===== config.mk =====
export PLATFORM = sky130hd
export DESIGN_NAME = input_conditioner
export DESIGN_NICKNAME = d
export VERILOG_FILES = /design/src/rtl/input_conditioner_pkg.sv /design/src/rtl/input_conditioner_debounce_bit.sv /design/src/rtl/input_conditioner.sv
export SDC_FILE = /design/constraint.sdc
export NUM_CORES = 1
export LEC_CHECK = 0
export ABC_AREA = 1
export CAP_MARGIN = 40
export CELL_PAD_IN_SITES_DETAIL_PLACEMENT = 1
export CELL_PAD_IN_SITES_GLOBAL_PLACEMENT = 1
export CORE_MARGIN = 2
export CORE_UTILIZATION = 35
export DETAILED_ROUTE_END_ITERATION = 8
export PLACE_DENSITY = 0.68
export SLEW_MARGIN = 20
export SYNTH_ARGS = -nofsm -noshare
export SYNTH_HDL_FRONTEND = slang
export SYNTH_SLANG_ARGS = --single-unit

===== constraint.sdc =====
create_clock -name clock -period 3.8 [get_ports clock]
set_input_delay 0.57 -clock clock [delete_from_list [all_inputs] [get_ports clock]]
set_output_delay 0.57 -clock clock [all_outputs]
set_load 0.05 [all_outputs]

===== src/rtl/input_conditioner_pkg.sv =====
// input_conditioner_pkg: shared constants and helpers for the pin input conditioner.
package input_conditioner_pkg;
    localparam int DEFAULT_DEBOUNCE_CYCLES = 500000;
    localparam int CLOCK_HZ = 50_000_000;

    function automatic int cnt_width(input int cycles);
        return $clog2(cycles);
    endfunction
endpackage


===== src/rtl/input_conditioner_debounce_bit.sv =====
// debounce_bit: 2-flop synchroniser plus hold-time debounce counter with registered edge pulses.
module debounce_bit
    import input_conditioner_pkg::*;
#(
    parameter int CYCLES = DEFAULT_DEBOUNCE_CYCLES
) (
    input  logic clock,
    input  logic reset_signal,
    input  logic reset_value,
    input  logic raw,
    output logic stable,
    output logic rise,
    output logic fall
);
    localparam int W = cnt_width(CYCLES);
    localparam logic [W-1:0] LAST = W'(CYCLES - 1);

    logic sync1_q, sync2_q, stable_q, stable_d, rise_q, rise_d, fall_q, fall_d, accept;
    logic [W-1:0] cnt_q, cnt_d;

    // Any sample agreeing with the stable value restarts the hold timer.
    always_comb begin
        accept   = (sync2_q != stable_q) && (cnt_q == LAST);
        cnt_d    = (sync2_q == stable_q || accept) ? '0 : cnt_q + 1'b1;
        stable_d = accept ? sync2_q : stable_q;
        rise_d   = accept && sync2_q;
        fall_d   = accept && !sync2_q;
    end

    always_ff @(posedge clock) begin
        if (reset_signal) begin
            sync1_q  <= reset_value;
            sync2_q  <= reset_value;
            stable_q <= reset_value;
            cnt_q    <= '0;
            rise_q   <= 1'b0;
            fall_q   <= 1'b0;
        end else begin
            sync1_q  <= raw;
            sync2_q  <= sync1_q;
            stable_q <= stable_d;
            cnt_q    <= cnt_d;
            rise_q   <= rise_d;
            fall_q   <= fall_d;
        end
    end

    assign stable = stable_q;
    assign rise   = rise_q;
    assign fall   = fall_q;
endmodule


===== src/rtl/input_conditioner.sv =====
// input_conditioner: debounced buttons and conditioned switches; DEBOUNCE_SW_EN also debounces switches.
module input_conditioner
    import input_conditioner_pkg::*;
#(
    parameter int NUM_BUTTONS     = 3,
    parameter int NUM_SWITCHES    = 8,
    parameter int DEBOUNCE_CYCLES = DEFAULT_DEBOUNCE_CYCLES
) (
    input  logic                    clock,
    input  logic                    reset_signal,
    input  logic [NUM_BUTTONS-1:0]  button_n_in,
    input  logic [NUM_SWITCHES-1:0] sw_in,
    output logic [NUM_BUTTONS-1:0]  button_level,
    output logic [NUM_BUTTONS-1:0]  button_press,
    output logic [NUM_BUTTONS-1:0]  button_release,
    output logic [NUM_SWITCHES-1:0] sw_out,
    output logic                    sw_changed
);
    logic [NUM_BUTTONS-1:0] stable_n;
    logic sw_changed_q, sw_changed_d;

    // Buttons are active-low, so a falling stable level is a press.
    for (genvar b = 0; b < NUM_BUTTONS; b++) begin : g_btn
        debounce_bit #(.CYCLES(DEBOUNCE_CYCLES)) u_btn (
            .clock       (clock),
            .reset_signal(reset_signal),
            .reset_value (1'b1),
            .raw         (button_n_in[b]),
            .stable      (stable_n[b]),
            .rise        (button_release[b]),
            .fall        (button_press[b])
        );
    end

    assign button_level = ~stable_n;

`ifdef DEBOUNCE_SW_EN
    logic [NUM_SWITCHES-1:0] sw_rise, sw_fall;

    for (genvar s = 0; s < NUM_SWITCHES; s++) begin : g_sw
        debounce_bit #(.CYCLES(DEBOUNCE_CYCLES)) u_sw (
            .clock       (clock),
            .reset_signal(reset_signal),
            .reset_value (1'b0),
            .raw         (sw_in[s]),
            .stable      (sw_out[s]),
            .rise        (sw_rise[s]),
            .fall        (sw_fall[s])
        );
    end

    // Edge pulses coincide with the sw_out update, so registering them lands one edge later.
    always_comb sw_changed_d = |(sw_rise | sw_fall);
`else
    logic [NUM_SWITCHES-1:0] sw_s1_q, sw_s2_q, sw_prev_q;

    always_ff @(posedge clock) begin
        if (reset_signal) begin
            sw_s1_q   <= '0;
            sw_s2_q   <= '0;
            sw_prev_q <= '0;
        end else begin
            sw_s1_q   <= sw_in;
            sw_s2_q   <= sw_s1_q;
            sw_prev_q <= sw_s2_q;
        end
    end

    assign sw_out = sw_s2_q;
    always_comb sw_changed_d = |(sw_s2_q ^ sw_prev_q);
`endif

    always_ff @(posedge clock) begin
        if (reset_signal) sw_changed_q <= 1'b0;
        else sw_changed_q <= sw_changed_d;
    end

    assign sw_changed = sw_changed_q;
endmodule


==> results.json <==
{
  "critPathKind": "register to primary output",
  "clkTransAtPathRegs_ps": 70,
  "syn-num-nets": 615,
  "wirelength_mm": 9.540,
  "globalplace.congestion": 0.7972,
  "netlist_area_mm2": 0.004385,
  "crit_buf_inv": 2,
  "dieArea_mm2": 0.01344,
  "synth_top_flop_cell": "dfxtp_1",
  "crit_slowest_cell": "clkdlybuf4s50_1",
  "row_count": 40,
  "numPortBuffers": 30,
  "grt_pass1_wl_mm": 16.44,
  "use_met2_pct": 25.73,
  "grt_pass1_vias": 3597,
  "met1_usage_pct": 19.56,
  "htree_levels": 3,
  "hold_buffers": 0,
  "cts_buffers": 9,
  "crit_path_max_fanout": 3,
  "post-route-util_pct": 41.89,
  "drt-initial-drc-count": 90,
  "critPathLaunchType": "register",
  "max_freq_mhz": 456.4,
  "core-area_mm2": 0.01211,
  "drive_above_1_share_pct": 9.479,
  "area_growth_pct": 15.69,
  "drc": 0,
  "yosysSeqAreaShare_pct": 44.28,
  "multi_input_area_mm2": 0.002041,
  "vias_per_cell": 4.489,
  "final_nets": 644,
  "setup_violations": 0,
  "fillers": 1568,
  "start_util_pct": 36.21,
  "tns_ps": 0,
  "max_slew_margin_pct": 66.62,
  "wl_per_cell_um": 11.91,
  "end_kind": "primary output",
  "numClockSinks": 97,
  "slowest_delay_ps": 830,
  "fin_skew_ps": 7.434,
  "diodes": 0,
  "fp.dieH_um": 115.9,
  "grt-ovfl-total": 0,
  "die_w_um": 115.9,
  "crit_arrival_ps": 1620,
  "regArea_mm2": 0.001942,
  "finalCriticalPeriod_ps": 2191,
  "hpwl_mm": 7.086,
  "power_mw": 2.002,
  "irDropWorstVdd_v": 0.0001938,
  "rsz0062_at_grt": "false",
  "yosys.cell_types.count": 28,
  "synth_common_cells": "nand2_1, nor2_1, dfxtp_1, inv_1, nand3_1",
  "synthTopCellsByArea": "dfxtp_1, nand2_1, nor2_1, inv_1, xnor2_1",
  "synth_top_area_cell": "dfxtp_1",
  "drv_cap": 0,
  "worstHoldPathType": "register to register",
  "syn_area_per_cell_um2": 7.321,
  "ant_nets": 0,
  "p_per_area_mw_per_mm2": 394.5,
  "drt-pass1-iter-count": 4,
  "cts_root_buffer": "clkbuf_16",
  "synthCells": 599,
  "cts_tree": "yes",
  "final_area_mm2": 0.005074,
  "synth_edf_count": 0,
  "synth_seq_cells": 97,
  "cp_top_family": "buffers and inverters",
  "yosys_warnings": 0,
  "top_usage_layer": "met2",
  "slew_violations": 0,
  "hold_viol_final": 0,
  "async_flop_share_pct": 0,
  "post-route-period-util_pct": 57.66,
  "antenna_found_initial": 0,
  "post-synth-top-count-cell": "nand2_1",
  "dpl_cell_area_mm2": 0.004782,
  "tightest_slew_ps": 499.2,
  "cts_resized": 0,
  "use_met3_pct": 2.824,
  "status": "completed",
  "grt_max_degree": 36,
  "leakage_nw": 1.766,
  "crit_chain": "inv_1, clkdlybuf4s50_1",
  "whs_ps": 403.6,
  "required_ps": 3230,
  "insertion_delay_ps": 350,
  "grt_use_total_pct": 15.58,
  "netlist.area_leader.share_pct": 44.28,
  "clockBufferDepth": 2,
  "cts_setup_buffers": 0,
  "vias": 3596,
  "ios": 31
}
==> final timing paths <==
check	from	end	slack (ps)	depth (start not counted)
worst max register to register	g_btn[0].u_btn.cnt_q[0]	g_btn[0].u_btn.cnt_q[15]	1980	8
worst min register to register	sw_s1_q[2]	sw_out[2]	400	2
worst max-delay path	g_btn[2].u_btn.stable	button_level[2]	1610	2
worst min-delay path	sw_s1_q[2]	sw_out[2]	400	2
==> final cells by class <==
type,count,area share [%]
Clock buffer,12,5.055
Clock inverter,4,0.6905
Inverter,75,5.549
Multi-Input combinational cell,414,40.22
Sequential cell,97,38.27
Tap cell,168,4.143
Timing Repair Buffer,31,6.067
==> registers in the layout (all words and copies together), names as in the netlist <==
signal,count
g_btn.u_btn.fall,3
g_btn.u_btn.sync1_q,3
sw_s1_q,8
sw_changed,1
g_btn.u_btn.stable,3
sw_prev_q,8
sw_out,8
g_btn.u_btn.cnt_q,57
g_btn.u_btn.rise,3
g_btn.u_btn.sync2_q,3
==> cells by family (layout without fill, tap and decap cells) <==
| family | Yosys count | in the layout | share of synthesized area [%] |
|---|---|---|---|
| compound gates | 26 | 26 | 3.024 |
| xor+xnor | 34 | 34 | 6.790 |
| fa+ha+maj | 3 | 3 | 0.8560 |
| buf+inv | 88 | 122 | 9.187 |
| flops | 97 | 97 | 44.28 |
| simple gates | 351 | 351 | 35.86 |
==> stage by stage <==
step	setup WS, ps	cells
finish	1609	801
global route	1536	801
CTS	1579	801
detailed placement	1574	785
global placement	1608	785
floorplan	2379	599
==> power by group <==
| group | internal (mW) | leakage, nW | total, mW | switching [mW] |
|---|---|---|---|---|
| logic | 0.0310 | 0.835 | 0.0721 | 0.0411 |
| clock network | 0.487 | 0.144 | 0.889 | 0.402 |
| registers | 1.03 | 0.787 | 1.04 | 0.00866 |
==> worst min-delay path: stages (launching register included) <==
cell and delay (ps):
dfxtp_1 300, inv_1 40, nor2_1 30
==> placed cells by master (no fill, tap or decap) <==
master           instances
clkdlybuf4s50_1         30
clkinv_4                 2
clkbuf_8                 2
and2_1                   2
a21oi_1                 20
xor2_1                  16
or2_0                    5
ha_1                     3
buf_4                    1
or2_2                    8
nor2_2                  22
nor2_4                   4
o21ai_0                  5
o21bai_1                 1
nand3_4                  1
clkbuf_16                9
nor2_1                 120
nand2_1                139
nand2_4                  1
xnor2_1                 18
dfxtp_1                 97
nand3_2                  2
nor3_2                   3
nand3b_1                 4
clkbuf_1                 1
inv_1                   75
nand2_2                  3
nand4_1                  9
nand3_1                 28
inv_6                    2
==> metal layers <==
layer / up-vias / wire length (um)
met5: - / 0
met4: 0 / 244
met3: 15 / 225
met2: 30 / 4404
met1: 1685 / 4665
li1: 1866 / -
(Power assumes the default switching activity.)
